File: src/rtl/result_monitor_if.sv
// Result monitor bus: run/enable/pass flags in,
// qualified pass, sticky failures and heartbeat out.
interface result_monitor_if #(
  parameter int NUM_CH    = 2,
  parameter int ERR_CNT_W = 16
);
  logic                 run;
  logic                 enable;
  logic [NUM_CH-1:0]    pass_in;
  logic                 pass_out;
  logic                 valid_out;
  logic [NUM_CH-1:0]    fail_mask;
  logic [ERR_CNT_W-1:0] err_count;
  logic                 hb_out;

  modport master (
    output run, enable, pass_in,
    input  pass_out, valid_out, fail_mask,
    input  err_count, hb_out
  );

  modport slave (
    input  run, enable, pass_in,
    output pass_out, valid_out, fail_mask,
    output err_count, hb_out
  );
endinterface

File: src/rtl/result_monitor.sv
// Downstream checker for the BRAM power-test pair:
// masks pipeline fill, latches sticky failures, drives heartbeat.
module result_monitor #(
  parameter int NUM_CH        = 2,
  parameter int SETTLE_CYCLES = 16,
  parameter int ERR_CNT_W     = 16,
  parameter int HB_DIV_LOG2   = 24
) (
  input  logic           clk,
  input  logic           rst,
  result_monitor_if.slave bus
);

  localparam int SET_W =
    (SETTLE_CYCLES > 1) ? $clog2(SETTLE_CYCLES) : 1;

  typedef enum logic [1:0] {
    S_IDLE,
    S_SETTLE,
    S_MON,
    S_STOP
  } state_t;

  state_t                 state_q, state_d;
  logic [SET_W-1:0]       set_cnt_q, set_cnt_d;
  logic [HB_DIV_LOG2-1:0] hb_cnt_q, hb_cnt_d;
  logic                   hb_q, hb_d;
  logic [NUM_CH-1:0]      fail_q, fail_d;
  logic [ERR_CNT_W-1:0]   err_q, err_d;
  logic                   valid_q, valid_d;
  logic                   pass_q, pass_d;
  logic                   hbo_q, hbo_d;

  // State and result registers; enable=0 leaves every _d equal to _q
  always_ff @(posedge clk or posedge rst) begin
    if (rst) begin
      state_q   <= S_IDLE;
      set_cnt_q <= '0;
      hb_cnt_q  <= '0;
      hb_q      <= 1'b0;
      fail_q    <= '0;
      err_q     <= '0;
      valid_q   <= 1'b0;
      pass_q    <= 1'b0;
      hbo_q     <= 1'b0;
    end else begin
      state_q   <= state_d;
      set_cnt_q <= set_cnt_d;
      hb_cnt_q  <= hb_cnt_d;
      hb_q      <= hb_d;
      fail_q    <= fail_d;
      err_q     <= err_d;
      valid_q   <= valid_d;
      pass_q    <= pass_d;
      hbo_q     <= hbo_d;
    end
  end

  // Next-state, sampling and output qualification
  always_comb begin
    state_d   = state_q;
    set_cnt_d = set_cnt_q;
    hb_cnt_d  = hb_cnt_q;
    hb_d      = hb_q;
    fail_d    = fail_q;
    err_d     = err_q;
    valid_d   = valid_q;
    if (bus.enable) begin
      unique case (state_q)
        S_IDLE, S_STOP: begin
          if (bus.run) begin
            state_d   = S_SETTLE;
            set_cnt_d = '0;
            hb_cnt_d  = '0;
            hb_d      = 1'b0;
            fail_d    = '0;
            err_d     = '0;
            valid_d   = 1'b0;
          end
        end
        S_SETTLE: begin
          if (!bus.run) begin
            state_d   = S_IDLE;
            set_cnt_d = '0;
          end else begin
            set_cnt_d = set_cnt_q + 1'b1;
            if (set_cnt_q == SET_W'(SETTLE_CYCLES - 1))
              state_d = S_MON;
          end
        end
        S_MON: begin
          hb_cnt_d = hb_cnt_q + 1'b1;
          if (&hb_cnt_q)
            hb_d = ~hb_q;
          if (bus.run) begin
            valid_d = 1'b1;
            fail_d  = fail_q | ~bus.pass_in;
            if (!(&bus.pass_in) && !(&err_q))
              err_d = err_q + 1'b1;
          end else begin
            state_d = S_STOP;
          end
        end
        default: state_d = S_IDLE;
      endcase
    end
    pass_d = valid_d & ~|fail_d;
    hbo_d  = ((state_d == S_MON) || (state_d == S_STOP))
           & (hb_d | (|fail_d));
  end

  assign bus.pass_out  = pass_q;
  assign bus.valid_out = valid_q;
  assign bus.fail_mask = fail_q;
  assign bus.err_count = err_q;
  assign bus.hb_out    = hbo_q;

endmodule

File: src/flat_wrapper.sv
// flat-port wrapper written by rule: the top's interface ports become plain ports
module result_monitor_flat 
#(
  parameter int NUM_CH        = 2,
  parameter int SETTLE_CYCLES = 16,
  parameter int ERR_CNT_W     = 16,
  parameter int HB_DIV_LOG2   = 24
)
  (clk, rst, bus_run, bus_enable, bus_pass_in, bus_pass_out, bus_valid_out, bus_fail_mask, bus_err_count, bus_hb_out);
  result_monitor_if #(.NUM_CH(NUM_CH), .ERR_CNT_W(ERR_CNT_W)) bus_i ();
  input  logic clk;
  input  logic rst;
  input wire logic [$bits(bus_i.run)-1:0] bus_run;
  input wire logic [$bits(bus_i.enable)-1:0] bus_enable;
  input wire logic [$bits(bus_i.pass_in)-1:0] bus_pass_in;
  output wire logic [$bits(bus_i.pass_out)-1:0] bus_pass_out;
  output wire logic [$bits(bus_i.valid_out)-1:0] bus_valid_out;
  output wire logic [$bits(bus_i.fail_mask)-1:0] bus_fail_mask;
  output wire logic [$bits(bus_i.err_count)-1:0] bus_err_count;
  output wire logic [$bits(bus_i.hb_out)-1:0] bus_hb_out;
  assign bus_i.run = bus_run;
  assign bus_i.enable = bus_enable;
  assign bus_i.pass_in = bus_pass_in;
  assign bus_pass_out = bus_i.pass_out;
  assign bus_valid_out = bus_i.valid_out;
  assign bus_fail_mask = bus_i.fail_mask;
  assign bus_err_count = bus_i.err_count;
  assign bus_hb_out = bus_i.hb_out;
  result_monitor #(.NUM_CH(NUM_CH), .SETTLE_CYCLES(SETTLE_CYCLES), .ERR_CNT_W(ERR_CNT_W), .HB_DIV_LOG2(HB_DIV_LOG2)) u_core (.clk(clk), .rst(rst), .bus(bus_i));
endmodule
File: config.mk
export PLATFORM = sky130hd
export DESIGN_NAME = result_monitor_flat
export DESIGN_NICKNAME = d
export VERILOG_FILES = /design/src/rtl/result_monitor_if.sv /design/src/rtl/result_monitor.sv /design/src/flat_wrapper.sv
export SDC_FILE = /design/constraint.sdc
export NUM_CORES = 1
export LEC_CHECK = 0
export CAP_MARGIN = 40
export CORE_ASPECT_RATIO = 2
export CORE_MARGIN = 2
export CORE_UTILIZATION = 62
export DETAILED_ROUTE_END_ITERATION = 12
export HOLD_SLACK_MARGIN = 0.15
export MAX_ROUTING_LAYER = met4
export PLACE_DENSITY = 0.94
export SLEW_MARGIN = 20
export SYNTH_ARGS = -nofsm -noshare
export SYNTH_HDL_FRONTEND = slang
export SYNTH_SLANG_ARGS = --single-unit
File: constraint.sdc
create_clock -name clk -period 5.61 [get_ports clk]
set_input_delay 1.683 -clock clk [delete_from_list [all_inputs] [get_ports clk]]
set_output_delay 1.683 -clock clk [all_outputs]
set_load 0.01 [all_outputs]
* Word level (Yosys, flattened, before mapping)
Index checks and enable logic that the tools add are counted.
** Word-level totals
- ROM bits :: 0
- Word-level logic and storage cells :: 70
- Bits of input ports :: 6
- Memories :: 0
- Bits in writable memories :: 0
- Bits in latches :: 0
- Bits in registers :: 52
** Operators by class
- Bitwise operators :: 6
- Divide/modulo/power cells :: 0
- Shift operators :: 0
- Muxes and demuxes :: 27
- Multiply operators :: 0
- Reduce and logical (&&, ||, !) cells :: 16
- Equality and inequality tests :: 9
- Magnitude comparators :: 0
- Add/sub/neg operators :: 3
** Operator list (count)
- 16-bit 2-to-1 mux :: 3
- 24-bit case mux with 2 select lines :: 1
- 16-bit case mux with 2 select lines :: 1
- 24-bit by 1-bit adder with 24-bit output, second input constant :: 1
- 24-bit 2-to-1 mux :: 1
- 24-bit AND reduction :: 1
- 16-bit by 1-bit adder with 16-bit output, second input constant :: 1
- 2-bit 2-to-1 mux :: 8
- 16-bit AND reduction :: 1
- 2-bit == test, second input constant :: 4
- 4-bit 2-to-1 mux :: 2
- 4-bit case mux with 2 select lines :: 1
- 1-bit 2-to-1 mux :: 6
- 2-bit case mux with 3 select lines :: 1
- 3-bit AND reduction :: 2
- 5-bit AND reduction :: 1
- 4-bit by 1-bit adder with 4-bit output, second input constant :: 1
- 4-bit == test, second input constant :: 1
- 2-bit inequality test, second input constant :: 2
- 1-bit case mux with 2 select lines :: 2
- 2-bit case mux with 2 select lines :: 1
- 2-bit nonzero test :: 2
- 2-bit OR reduction :: 2
- 1-bit zero test :: 3
- 11 further kinds :: 12

* Longest topological paths before layout
- Depth in word-level cells :: 8
- Depth in mapped cells :: 8
- Mapped depth without buffers :: 6

* Least setup slack after synthesis
Ideal clock, no wire load.
- Path type :: input to register
- Start :: input port bus_run
- End :: register u_core.hb_cnt_q[18]
- Setup time :: 77 ps
- Cell stages on the path :: 4
- Path buffers :: 0
- Slack :: 2895 ps
- Data arrival time :: 2637 ps
- Cell sequence :: mux2_4 nand4_4 or4_1 a21oi_1
** Between the ends
- Cells in the longest elaborated chain, start to end :: 2
** Ends and longest elaborated chain
- start: declaration :: RTL line flat_wrapper.sv:13 : input wire logic [$bits(bus_i.run)-1:0] bus_run;
- 2-bit inequality test (no line)
- 3-bit AND reduction (no line)
- end signal: assignment :: RTL line result_monitor.sv:49 : hb_cnt_q <= hb_cnt_d;
- end: declaration :: RTL line result_monitor.sv:26 : logic [HB_DIV_LOG2-1:0] hb_cnt_q, hb_cnt_d;
Every way passes these cells.
A chain may end at the register's enable or synchronous reset.

* Final worst setup path
- Start :: input port bus_run
- End :: register u_core.err_q[12], in the netlist u_core.bus.err_count[12]
** Between the ends
- Cells in the longest elaborated chain, start to end :: 2
- Elaborated cells between the ends (all ways) :: 3
- Classes of those cells :: 2 x eq/ne; 1 x reduce/logical
** Ends and longest elaborated chain
- 2-bit inequality test (no line)
- 5-bit AND reduction (no line) (*)
- end signal: assignment :: RTL line result_monitor.sv:52 : err_q <= err_d;
- end: declaration :: RTL line result_monitor.sv:29 : logic [ERR_CNT_W-1:0] err_q, err_d;
Mark *: on every way between the ends. The rest lies on a longest branch, timed or not.

==> results by group <==
Route
  • DRT antenna net count: 0
  • Post-Route M1 WL: 2.67 mm
  • DRT Pass-1 Iters: 5
  • WL/cell: 18.1 um
  • # DRC: 0
  • Initial DRC count: 112
  • DR top layer: met4
  • Routed via count: 2791
  • DR vias/cell: 6.77
  • Met2 wire len: 4.08 mm
  • Routed wire length: 7.45 mm
  • Routed met3 length: 413 um

Critical path
  • Startpoint types: input port
  • R2R Path Start: u_core.state_q[0]$_DFF_PP0_
  • Reg2Reg Depth: 6
  • Crit Path Class: input port to register
  • R2r endpoint: u_core.bus.err_count[12]$_DFFE_PP0P_
  • Crit-path max FO: 17
  • FF-to-FF setup slack: 3.14 ns
  • Critical Path RT: 5.82 ns
  • CP arrival: 3.57 ns
  • Worst Setup End Kind: register

Worst hold path
  • Hold_sp: u_core.hb_cnt_q[0]$_DFFE_PP0P_
  • Worst Hold Endpoint: u_core.hb_cnt_q[0]$_DFFE_PP0P_
  • Worst Hold Class: register to register
  • Hold path depth: 1

Global routing
  • Gr usage total: 28.4%
  • Initial antenna violation count: 0
  • Via count of the first global-routing pass: 2647
  • Grt ovf: 0
  • First-pass GRT wire length: 11.9 mm
  • Largest net degree at the start of global routing: 35

Timing
  • Hold Fails Final Rpt: 0
  • Slew Limit Fails: 0
  • Fmax: 0.298 GHz
  • Worst Skew: 0.0109 ns
  • Setup-failing EPs final: 0
  • Hold_ws: 0.538 ns
  • RSZ-0062 raised after global routing: false
  • Period minus WS final: 3.36 ns
  • Worst slew pin tran: 0.660 ns
  • Tcrit/Tclk final: 59.9%
  • Worst slew margin: 55.8%
  • Setup TNS: 0 ns

Floorplanning
  • Row count: 36
  • Core Area: 4860 sq um
  • Die W: 54.2 um
  • IO Pins: 27
  • Die area: 5650 sq um
  • Starting Density: 64.2%
  • Die Y: 104 um

Logic synthesis
  • Most area-consuming cells after synthesis: dfrtp_1 42%, nand2_1 4.7%, a21oi_1 4.2%
  • Top cells by count, synth: 52 x dfrtp_1, 39 x nand2_1, 26 x a21oi_1
  • Ys async rst share: 100%
  • Synth cell types: 59
  • Cell accounting for the most synthesized area: dfrtp_1
  • Seq/Total Area, Yosys: 41.7%
  • Synthesized flop and latch total: 52
  • Share of the synthesized area in the top cell type: 41.7%
  • Yosys warning count: 0
  • Most instantiated library cell after synthesis: dfrtp_1
  • Post-Syn Nets: 344
  • Mapped Area: 3120 sq um
  • Ys flop type: dfrtp_1
  • Syn_area_per_cell: 9.37 sq um
  • Post-synth EDFFs: 0
  • Cells after Synth: 333

Cells and area
  • Area growth syn-to-layout: 11.2%
  • Number of diodes: 0
  • Post-route cell area: 3470 sq um
  • Total Nets Final: 365
  • Share of cells above drive strength 1: 7.89%

Clocking
  • CTS Buffer Depth: 2
  • CTS resizes: 0
  • Clk_lat worst skew: 0.31 ns
  • Hold_buf cts: 0
  • Total CTS buffers: 5
  • H-tree depth: 2
  • Post-CTS Setup Bufs: 0
  • CTS tree: yes
  • Sink Count: 52
  • Clock transition at path regs: 0.10 ns
  • Root Buffer: clkbuf_8

Power
  • Power Dens Cells: 246 nW/um^2
  • Maximum VDD drop: 0.000184 V
  • Final Power: 0.000856 W
  • Pleak: 1.41 nW

Placement
  • RD Place Congestion: 0.915
  • Placed Area: 3370 sq um
  • Dpl hpwl: 5.30 mm
  • PortBufs: 26

Run
  • Number of max-cap violations: 0

Outcome
  • Run status: completed
[registers in the layout, indices dropped and copies added (netlist names)]
| register | flops |
|---|---|
| u_core.hb_q | 1 |
| u_core.bus.err_count | 16 |
| u_core.bus.valid_out | 1 |
| u_core.hb_cnt_q | 24 |
| u_core.state_q | 2 |
| u_core.bus.hb_out | 1 |
| u_core.bus.fail_mask | 2 |
| u_core.set_cnt_q | 4 |
| u_core.bus.pass_out | 1 |
[report_power, final]
| part | internal (W) | switching, W |
|---|---|---|
| Combinational | 0.0000805 | 0.000117 |
| Clock | 0.000101 | 0.000125 |
| Sequential | 0.000402 | 0.0000305 |
[kinds of logic after synthesis]
group | share of synthesized area, %
AOI/OAI and AO/OA | 19.0
xor gates and xnor gates | 1.40
adders and majority gates | 2.00
buffers and inverters | 5.69
DFF | 41.7
muxes | 3.09
and+or+nand+nor | 27.1
[per-stage QoR]
| stage | util [%] | cells | setup WS (ns) |
|---|---|---|---|
| CTS | 71.1 | 411 | 1.77 |
| finish | 71.4 | 412 | 2.25 |
| global placement | 68.8 | 402 | 1.50 |
| floorplan | - | 333 | 2.67 |
| global route | 71.4 | 412 | 2.17 |
| detailed placement | 69.2 | 403 | 1.45 |
[cell usage in the layout, fill, tap and decap left out, types with 8 or more instances in the layout]
master / instances
nand2_1: 39
dfrtp_1: 52
nand4_1: 8
clkdlybuf4s50_1: 26
or4_1: 13
nand3_1: 18
a21oi_1: 26
inv_1: 16
o31ai_1: 14
nor2_1: 12
o21ai_0: 17
nand2b_1: 8
[area by class of cell]
type	instances	area [sq um]
timing repair buffer	29	303
clock buffer	8	90.1
inverter	17	63.8
fill	343	1390
multi-input combinational	249	1640
tap	57	71.3
sequential	52	1300
[critical path, stage by stage]
cell and delay (ns):
clkdlybuf4s50_1 0.62, o211a_4 0.26, and2_1 0.57, nor4_1 0.13, a211o_1 0.29
[per-layer routing]
| metal | vias to the layer above | global-route usage [%] |
|---|---|---|
| li1 | 1283 | - |
| met1 | 1336 | 30.3 |
| met2 | 139 | 48.7 |
| met3 | 33 | 3.30 |
| met4 | 0 | 13.9 |
| met5 | - | - |
[how the worst max path moves through the flow]
| stage | from | end | slack [ns] | cells after the start |
|---|---|---|---|---|
| floorplan | rst | u_core.bus.err_count[0]$_DFFE_PP0P_ | 2.67 | 1 |
| global placement | bus_enable | u_core.bus.err_count[12]$_DFFE_PP0P_ | 1.50 | 5 |
| detailed placement | bus_enable | u_core.bus.err_count[12]$_DFFE_PP0P_ | 1.45 | 5 |
| CTS | bus_enable | u_core.bus.err_count[12]$_DFFE_PP0P_ | 1.77 | 5 |
| global route | bus_run | u_core.bus.err_count[12]$_DFFE_PP0P_ | 2.17 | 5 |
| finish | bus_run | u_core.bus.err_count[12]$_DFFE_PP0P_ | 2.25 | 5 |
Power figures use the tool's default switching activity.
